--- src/rtl/ds1302_responder_if.sv ---
// DS1302 three-wire bus as seen by the responder, plus the write-report port.
interface ds1302_responder_if;
    logic       sclk;
    logic       nrst;
    logic       data_i;
    logic       data_o;
    logic       data_oe;
    logic       wr_stb;
    logic       wr_ram;
    logic [4:0] wr_addr;
    logic [7:0] wr_data;

    modport master (
        output sclk, nrst, data_i,
        input  data_o, data_oe, wr_stb, wr_ram, wr_addr, wr_data
    );

    modport slave (
        input  sclk, nrst, data_i,
        output data_o, data_oe, wr_stb, wr_ram, wr_addr, wr_data
    );
endinterface

--- src/rtl/ds1302_responder.sv ---
// DS1302 RTC stand-in: oversamples the three-wire bus, serves 9 clock registers
// and 31 RAM bytes in single and burst modes, and reports every committed write.
module ds1302_responder #(
    parameter int unsigned SYNC_STAGES = 2
) (
    input  logic               clk,
    input  logic               clr,
    ds1302_responder_if.slave  bus
);

    typedef enum logic [2:0] {
        ST_IDLE,
        ST_CMD,
        ST_WDATA,
        ST_RDATA,
        ST_IGNORE
    } state_t;

    localparam logic [7:0] CK_RST [0:8] = '{
        8'h80, 8'h00, 8'h00, 8'h01, 8'h01, 8'h01, 8'h00, 8'h00, 8'h5C
    };

    logic [SYNC_STAGES-1:0] sclk_sync;
    logic [SYNC_STAGES-1:0] nrst_sync;
    logic [SYNC_STAGES-1:0] data_sync;
    logic                   sclk_s;
    logic                   nrst_s;
    logic                   sclk_d;
    logic                   data_d;
    logic                   rise_q;
    logic                   fall_q;

    state_t     state;
    logic [2:0] bit_cnt;
    logic [7:0] shreg;
    logic [4:0] cur_addr;
    logic       is_ram;
    logic       burst;
    logic [7:0] rd_byte;
    logic       rd_last;

    logic       data_o_q;
    logic       data_oe_q;
    logic       wr_stb_q;
    logic       wr_ram_q;
    logic [4:0] wr_addr_q;
    logic [7:0] wr_data_q;

    logic [7:0] ck_reg [0:8];
    logic [7:0] ram    [0:30];

    logic [7:0] shift_nxt;
    logic [4:0] cmd_addr;
    logic       cmd_burst;
    logic       at_limit;
    logic       addr_valid;
    logic       wp_block;
    logic       wr_ok;

    assign sclk_s = sclk_sync[SYNC_STAGES-1];
    assign nrst_s = nrst_sync[SYNC_STAGES-1];

    assign shift_nxt  = {data_d, shreg[7:1]};
    assign cmd_addr   = shift_nxt[5:1];
    assign cmd_burst  = &cmd_addr;
    // Burst addresses count up from 0, so the last byte is simply the top address.
    assign at_limit   = !burst || (cur_addr == (is_ram ? 5'd30 : 5'd7));
    assign addr_valid = is_ram ? (cur_addr != 5'd31) : (cur_addr <= 5'd8);
    assign wp_block   = ck_reg[7][7] && !(!burst && !is_ram && cur_addr == 5'd7);
    assign wr_ok      = addr_valid && !wp_block;

    assign bus.data_o  = data_o_q;
    assign bus.data_oe = data_oe_q;
    assign bus.wr_stb  = wr_stb_q;
    assign bus.wr_ram  = wr_ram_q;
    assign bus.wr_addr = wr_addr_q;
    assign bus.wr_data = wr_data_q;

    function automatic logic [7:0] rd_val(input logic ram_sel, input logic [4:0] a);
        if (ram_sel)
            return (a == 5'd31) ? 8'h00 : ram[a];
        else
            return (a <= 5'd8) ? ck_reg[a[3:0]] : 8'h00;
    endfunction

    always_ff @(posedge clk or posedge clr) begin
        if (clr) begin
            sclk_sync <= '0;
            nrst_sync <= '0;
            data_sync <= '0;
            sclk_d    <= 1'b0;
            data_d    <= 1'b0;
            rise_q    <= 1'b0;
            fall_q    <= 1'b0;
        end else begin
            sclk_sync <= {sclk_sync[SYNC_STAGES-2:0], bus.sclk};
            nrst_sync <= {nrst_sync[SYNC_STAGES-2:0], bus.nrst};
            data_sync <= {data_sync[SYNC_STAGES-2:0], bus.data_i};
            sclk_d    <= sclk_s;
            data_d    <= data_sync[SYNC_STAGES-1];
            rise_q    <= sclk_s & ~sclk_d;
            fall_q    <= ~sclk_s & sclk_d;
        end
    end

    always_ff @(posedge clk or posedge clr) begin
        if (clr) begin
            state     <= ST_IDLE;
            bit_cnt   <= '0;
            shreg     <= '0;
            cur_addr  <= '0;
            is_ram    <= 1'b0;
            burst     <= 1'b0;
            rd_byte   <= '0;
            rd_last   <= 1'b0;
            data_o_q  <= 1'b0;
            data_oe_q <= 1'b0;
            wr_stb_q  <= 1'b0;
            wr_ram_q  <= 1'b0;
            wr_addr_q <= '0;
            wr_data_q <= '0;
            for (int unsigned i = 0; i < 9; i++)
                ck_reg[i] <= CK_RST[i];
            for (int unsigned i = 0; i < 31; i++)
                ram[i] <= '0;
        end else begin
            wr_stb_q <= 1'b0;
            // Abort wins over any edge seen in the same cycle.
            if (!nrst_s) begin
                state     <= ST_IDLE;
                data_oe_q <= 1'b0;
                bit_cnt   <= '0;
            end else begin
                case (state)
                    ST_IDLE: begin
                        state   <= ST_CMD;
                        bit_cnt <= '0;
                    end

                    ST_CMD: begin
                        if (rise_q) begin
                            shreg   <= shift_nxt;
                            bit_cnt <= bit_cnt + 3'd1;
                            if (bit_cnt == 3'd7) begin
                                is_ram   <= shift_nxt[6];
                                burst    <= cmd_burst;
                                cur_addr <= cmd_burst ? 5'd0 : cmd_addr;
                                rd_last  <= 1'b0;
                                if (!shift_nxt[7])
                                    state <= ST_IGNORE;
                                else if (shift_nxt[0]) begin
                                    rd_byte <= rd_val(shift_nxt[6], cmd_burst ? 5'd0 : cmd_addr);
                                    state   <= ST_RDATA;
                                end else
                                    state <= ST_WDATA;
                            end
                        end
                    end

                    ST_WDATA: begin
                        if (rise_q) begin
                            shreg   <= shift_nxt;
                            bit_cnt <= bit_cnt + 3'd1;
                            if (bit_cnt == 3'd7) begin
                                if (wr_ok) begin
                                    wr_stb_q  <= 1'b1;
                                    wr_ram_q  <= is_ram;
                                    wr_addr_q <= cur_addr;
                                    wr_data_q <= shift_nxt;
                                    if (is_ram)
                                        ram[cur_addr] <= shift_nxt;
                                    else
                                        ck_reg[cur_addr[3:0]] <= shift_nxt;
                                end
                                if (at_limit)
                                    state <= ST_IGNORE;
                                else
                                    cur_addr <= cur_addr + 5'd1;
                            end
                        end
                    end

                    ST_RDATA: begin
                        if (fall_q) begin
                            if (rd_last) begin
                                data_oe_q <= 1'b0;
                                state     <= ST_IGNORE;
                            end else begin
                                data_o_q  <= rd_byte[0];
                                data_oe_q <= 1'b1;
                                rd_byte   <= rd_byte >> 1;
                                bit_cnt   <= bit_cnt + 3'd1;
                                if (bit_cnt == 3'd7) begin
                                    if (at_limit)
                                        rd_last <= 1'b1;
                                    else begin
                                        cur_addr <= cur_addr + 5'd1;
                                        rd_byte  <= rd_val(is_ram, cur_addr + 5'd1);
                                    end
                                end
                            end
                        end
                    end

                    ST_IGNORE: begin
                        data_oe_q <= 1'b0;
                    end

                    default: begin
                        state     <= ST_IDLE;
                        data_oe_q <= 1'b0;
                    end
                endcase
            end
        end
    end

endmodule
--- src/flat_wrapper.sv ---
// flat-port wrapper written by rule: the top's interface ports become plain ports
module ds1302_responder_flat 
#(
    parameter int unsigned SYNC_STAGES = 2
)
  (clk, clr, bus_sclk, bus_nrst, bus_data_i, bus_data_o, bus_data_oe, bus_wr_stb, bus_wr_ram, bus_wr_addr, bus_wr_data);
  ds1302_responder_if bus_i ();
  input  logic clk;
  input  logic clr;
  input wire logic [$bits(bus_i.sclk)-1:0] bus_sclk;
  input wire logic [$bits(bus_i.nrst)-1:0] bus_nrst;
  input wire logic [$bits(bus_i.data_i)-1:0] bus_data_i;
  output wire logic [$bits(bus_i.data_o)-1:0] bus_data_o;
  output wire logic [$bits(bus_i.data_oe)-1:0] bus_data_oe;
  output wire logic [$bits(bus_i.wr_stb)-1:0] bus_wr_stb;
  output wire logic [$bits(bus_i.wr_ram)-1:0] bus_wr_ram;
  output wire logic [$bits(bus_i.wr_addr)-1:0] bus_wr_addr;
  output wire logic [$bits(bus_i.wr_data)-1:0] bus_wr_data;
  assign bus_i.sclk = bus_sclk;
  assign bus_i.nrst = bus_nrst;
  assign bus_i.data_i = bus_data_i;
  assign bus_data_o = bus_i.data_o;
  assign bus_data_oe = bus_i.data_oe;
  assign bus_wr_stb = bus_i.wr_stb;
  assign bus_wr_ram = bus_i.wr_ram;
  assign bus_wr_addr = bus_i.wr_addr;
  assign bus_wr_data = bus_i.wr_data;
  ds1302_responder #(.SYNC_STAGES(SYNC_STAGES)) u_core (.clk(clk), .clr(clr), .bus(bus_i));
endmodule
--- config.mk ---
export PLATFORM = sky130hd
export DESIGN_NAME = ds1302_responder_flat
export DESIGN_NICKNAME = d
export VERILOG_FILES = /design/src/rtl/ds1302_responder_if.sv /design/src/rtl/ds1302_responder.sv /design/src/flat_wrapper.sv
export SDC_FILE = /design/constraint.sdc
export NUM_CORES = 1
export LEC_CHECK = 0
export CORE_MARGIN = 1.5
export CORE_UTILIZATION = 40
export CTS_BUF_LIST = sky130_fd_sc_hd__clkbuf_4 sky130_fd_sc_hd__clkbuf_8
export DETAILED_ROUTE_END_ITERATION = 16
export HOLD_SLACK_MARGIN = 0.08
export PLACE_DENSITY_LB_ADDON = 0.25
export SKIP_LAST_GASP = 1
export SLEW_MARGIN = 20
export SYNTH_ARGS = -nofsm -noshare
export SYNTH_HDL_FRONTEND = slang
export SYNTH_SLANG_ARGS = --single-unit
--- constraint.sdc ---
create_clock -name clk -period 16.7 [get_ports clk]
set_clock_uncertainty 0.1 [all_clocks]
set_input_delay 2.505 -clock clk [delete_from_list [all_inputs] [get_ports clk]]
set_output_delay 2.505 -clock clk [all_outputs]
set_load 0.05 [all_outputs]
# After elaboration in Yosys (flattened, before gate mapping)
# Index checks and enable logic that the tools add are counted.
[classes]
addsub = 2
n_lt_le_gt_ge = 11
eq_ne = 29
mux = 76
bitwise = 12
reduce_logical = 29
[ops]
columns = ["operator", "count"]
rows = [
  ["bitwise mux 248 bit", 1],
  ["two-way mux 8 bit", 24],
  ["binary-select mux 8 bit (select 5 bit)", 2],
  ["bitwise mux 72 bit", 1],
  ["binary-select mux 8 bit (select 4 bit)", 2],
  ["two-way mux 5 bit", 9],
  ["demux 8 bit (select 5 bit)", 1],
  ["two-way mux 3 bit", 13],
  ["demux 8 bit (select 4 bit)", 1],
  ["!= test 3 bit, second input constant", 9],
  [">= comparator 6 bit, second input constant", 3],
  ["NOT 5 -> 6 bit", 3],
  ["two-way mux 1 bit", 16],
  ["one-hot mux 8 bit (2 select lines)", 1],
  ["AND reduction 8 bit", 2],
  [">= comparator 5 bit, second input constant", 3],
  ["<= comparator 5 x 4 -> 1 bit, second input constant", 3],
  ["NOT 4 -> 5 bit", 3],
  ["one-hot mux 3 bit (5 select lines)", 1],
  ["one-hot mux 5 bit (3 select lines)", 1],
  ["AND reduction 5 bit", 3],
  ["!= test 2 x 1 -> 1 bit, second input constant", 6],
  ["AND reduction 4 bit", 3],
  ["AND reduction 6 bit", 2],
  ["other kinds (28)", 46],
]
[word_totals]
register_bits = 377
in_bits = 5
output_inout_bits = 17

# Logic depth before layout (Yosys ltp)
[logic_depth]
word_depth = 13
mapped_depth = 16
mapped_depth_nobuf = 9

# Worst setup path before layout
# OpenSTA, ideal clock, no wires.
[synth_path]
kind = "reg2reg"
from = "register u_core.cur_addr[0]"
to = "register u_core.rd_byte[2]"
setup_time_ps = 137
arrival_ps = 3729
setup_slack_ps = 12733
path_stages_with_launch = 14
path_buffers = 6
synth_period_minus_slack_ps = 3967
path_cell_list = "dfrtp_1 -> buf_2 -> buf_2 -> inv_1 -> clkbuf_1 -> ha_1 -> buf_2 -> buf_2 -> clkbuf_1 -> mux4_2 -> mux4_2 -> mux2_2 -> a211oi_1 -> nor3_1"
[synth_between]
elab_chain_cells = 12
[synth_lines]
columns = ["item", "line", "text"]
rows = [
  ["from (decl)", "ds1302_responder.sv:36", "logic [4:0] cur_addr;"],
  ["from (signal assigned)", "ds1302_responder.sv:147", "cur_addr <= cmd_burst ? 5'd0 : cmd_addr;"],
  ["from (signal assigned)", "ds1302_responder.sv:178", "cur_addr <= cur_addr + 5'd1;"],
  ["from (signal assigned)", "ds1302_responder.sv:197", "cur_addr <= cur_addr + 5'd1;"],
  ["adder 5 x 1 -> 5 bit", "ds1302_responder.sv:198", "rd_byte <= rd_val(is_ram, cur_addr + 5'd1);"],
  ["NOT 5 -> 6 bit (implied by the code) / NOT 4 -> 5 bit (equally long branches)", "ds1302_responder.sv:81, ds1302_responder.sv:83", ""],
  ["binary-select mux 8 bit (select 5 bit) / binary-select mux 8 bit (select 4 bit) (equally long branches)", "ds1302_responder.sv:81, ds1302_responder.sv:83", ""],
  ["two-way mux 8 bit, on equally long branches (3 in series)", "ds1302_responder.sv:81, ds1302_responder.sv:83", ""],
  ["two-way mux 8 bit", "ds1302_responder.sv:80", "if (ram_sel)"],
  ["two-way mux 8 bit (*)", "ds1302_responder.sv:194", "if (at_limit)"],
  ["two-way mux 8 bit (*)", "ds1302_responder.sv:193", "if (bit_cnt == 3'd7) begin"],
  ["two-way mux 8 bit (*)", "ds1302_responder.sv:185", "if (rd_last) begin"],
  ["two-way mux 8 bit (*)", "ds1302_responder.sv:184", "if (fall_q) begin"],
  ["one-hot mux 8 bit (2 select lines) (*)", "ds1302_responder.sv:134", "case (state)"],
  ["to (signal assigned)", "ds1302_responder.sv:152", "rd_byte <= rd_val(shift_nxt[6], cmd_burst ? 5'd0 : cmd_addr);"],
  ["to (signal assigned)", "ds1302_responder.sv:191", "rd_byte <= rd_byte >> 1;"],
  ["to (signal assigned)", "ds1302_responder.sv:198", ""],
  ["to (decl)", "ds1302_responder.sv:39", "logic [7:0] rd_byte;"],
]
# Every way passes the cells marked *; elsewhere a longest branch is shown, timed or not. The select of a mux whose other input is x is not followed.
# A chain may end at the register's enable or synchronous reset.

# Worst setup path after layout
[layout_path]
from = "register u_core.cur_addr[0]"
to = "register u_core.rd_byte[6]"
# The elaborated chain is that of the path after synthesis.

==> flow_summary.ini <==
[outcome]
outcome = complete, no violations

[route]
routedWlPerCell_um = 28.4
via_count = 15100
drt_iter0_markers = 1723
postRouteAntennaNets = 0
routed_wl_um = 67100
routed_via_density = 6.39
drcViolationCount = 0
drt-pass1-iter-count = 5

[floorplan]
die_h_um = 230
placementRows = 83
core_sq_um = 51200
die-area_sq_um = 53100
initial_core_util_pct = 40.4
die_width_um = 230
io_pins = 22

[timing]
tightest_slew_ps = 984
post-route-min-period_ps = 5160
final.setup.worst_slack_ps = 11540
slew_headroom_pct = 34.0
hold_viol_final = 0
period_share_pct = 30.9
setup_viol = 0
drv_slew = 0
timing.fmax_mhz = 194
setup_tns_ps = 0
rsz0062_at_grt = false

[setup_path]
arrival_ps = 5600
r2r_cells = 8
r2r_start = u_core.cur_addr[0]
cp_slowest_cell = ha_4
path_max_fanout = 54
crit_path_cell_trace = inv_1 -> ha_4 -> buf_4 -> mux4_2 -> mux4_2 -> mux2_2 -> a211oi_1 -> nor3_1
cp_data_required_time_ps = 17140
worstSetupEndpointType = flop
cp_top_family = multiplexers
cp_slowest_stage_delay_ps = 1030
ff2ff_setup_slack_ps = 11540
worst-setup-path-type = reg -> reg
cp-start-kind = flop
r2r_end = u_core.rd_byte[6]
cp_common_cell = mux4_2
path_buf_inv = 2

[synthesis]
async_reset_ff_share_pct = 100
synthMuxAreaShare_pct = 33.8
yosys_warnings = 0
synth_nets = 1660
avgSynthCellArea_sq_um = 12.6
ys_seq_area_share_pct = 45.5
synth_xor_area_share_pct = 0.212
synthSimpleGateAreaFrac_pct = 7.62
synth_top_family_by_area = multiplexers
netlist_instances = 1647
synth-compound-area-share_pct = 9.29
synthesis.area_sq_um = 20700
yosys_register_bits = 376
synthAdderAreaFrac_pct = 0.484
yosys_most_used_dff = dfrtp_1
synth.distinct_cells = 76
synth-edff-count = 0

[global_routing]
grt_max_degree = 131
grt_pass1_vias = 15200
grt_pass1_wl_um = 101000
grt_overflow = 0
grt_antenna_before_repair = 1
track_usage_pct = 25.6

[final_layout]
final_nets = 1646
fin_util_pct = 44.8
area_delta_synth_final_pct = 11.0
drive_gt1_share_pct = 39.8
design_area_sq_um = 22900
final_cell_mix = dfrtp_1 (361), mux2_2 (353), mux4_2 (99)
largest_reg_flops = 248
layout_commonest_cell = dfrtp_1
n_antenna_cell = 0

[cts]
cts_buffers = 70
ctsHoldBuffers = 0
htree_levels = 3
clock-sinks = 376
clockBufferDepth = 3
post_cts_buffers = 0
worstSkewPairLatency_ps = 660
cts_root_buffer = clkbuf_8
cts_tree = built
cts.repair.resized = 0
clkSlewWorstSetupHoldPaths_ps = 60

[placement]
pre_cts_slack_ps = 11000
dpl_cell_area_sq_um = 21500
gp_congestion = 0.878
portBuffers = 21
hpwl_um = 42300

[job]
cap_violations = 0

[hold_path]
hold_class = reg -> reg
holdPathStages = 0
hold_path.startpoint = u_core.sclk_sync[0]
min_to = u_core.sclk_sync[1]

[power_and_ir_drop]
ir_drop_mv = 0.0993
power.leakage_nw = 10.1
power_density_nw_per_um2 = 111
per-layer routing:
| layer | global-route usage (%) | share of wire, % | vias up |
|---|---|---|---|
| li1 | - | - | 6256 |
| met5 | 0 | 0 | - |
| met4 | 12.7 | 4.7 | 0 |
| met1 | 34.7 | 41 | 7861 |
| met3 | 6.69 | 9.2 | 194 |
| met2 | 38.0 | 45 | 778 |
where the power goes:
group | internal (W) | switching [W]
logic | 0.000205 | 0.000441
clock network | 0.000512 | 0.000400
registers | 0.000924 | 0.0000631
synth_stat cells, drive strengths merged, types with 4 or more instances:
master / count / area [sq um]
mux4: 99 / 2230
dfrtp: 368 / 9210
mux2i: 60 / 601
dfstp: 8 / 210
ha: 8 / 100
a22oi: 9 / 67.6
a21boi: 6 / 45.1
buf: 43 / 200
a211oi: 14 / 105
o311a: 4 / 40.0
clkbuf: 99 / 373
a221oi: 14 / 123
a221o: 11 / 110
a311oi: 4 / 35.0
nand4: 8 / 50.1
or3: 6 / 37.5
o21ai: 44 / 220
a31oi: 15 / 93.8
nor2b: 10 / 62.6
and2: 16 / 100
o31ai: 4 / 30.0
o211ai: 8 / 60.1
nor2: 72 / 358
nand3b: 6 / 45.0
nand3: 36 / 230
nand2: 90 / 338
nor3: 15 / 75.1
and3: 15 / 93.8
a21oi: 59 / 295
a2111oi: 13 / 114
mux2: 370 / 4170
inv: 12 / 45.0
o22ai: 25 / 156
o221ai: 12 / 105
o22a: 5 / 43.8
nand2b: 8 / 50.1
layout make-up:
| class | instances | area, sq um |
|---|---|---|
| inverter | 13 | 56.3 |
| sequential | 376 | 9440 |
| clock inverter | 9 | 55.1 |
| multi-input combinational | 1116 | 10700 |
| clock buffer | 110 | 1360 |
| fill | 4582 | 28300 |
| tap | 680 | 851 |
| timing repair buffer | 56 | 473 |
through the flow:
stage | hold slack, ps | cells | power, W
floorplan | 231 | 1647 | 0.00141
global placement | 233 | 2241 | 0.00163
detailed placement | 245 | 2241 | 0.00164
CTS | 256 | 2360 | 0.00255
global route | 265 | 2360 | 0.00264
finish | 252 | 2360 | 0.00255
worst max path at each step:
stage,from,endpoint,cells past startpoint
after detailed placement,clr,u_core.shreg[2],4
after global routing,u_core.cur_addr[0],u_core.rd_byte[0],9
after floorplan,clr,u_core.bit_cnt[0],1
after CTS,u_core.cur_addr[0],u_core.rd_byte[4],8
final,u_core.cur_addr[0],u_core.rd_byte[6],8
after global placement,clr,u_core.shreg[2],4
cell families after synthesis:
family	count (synthesis)
compound gates	277
mux	529
fa+ha+maj	8
simple gates	297
xor+xnor	5
buf+inv	155
flops	376
No activity file was read; power rests on OpenSTA's default activity.
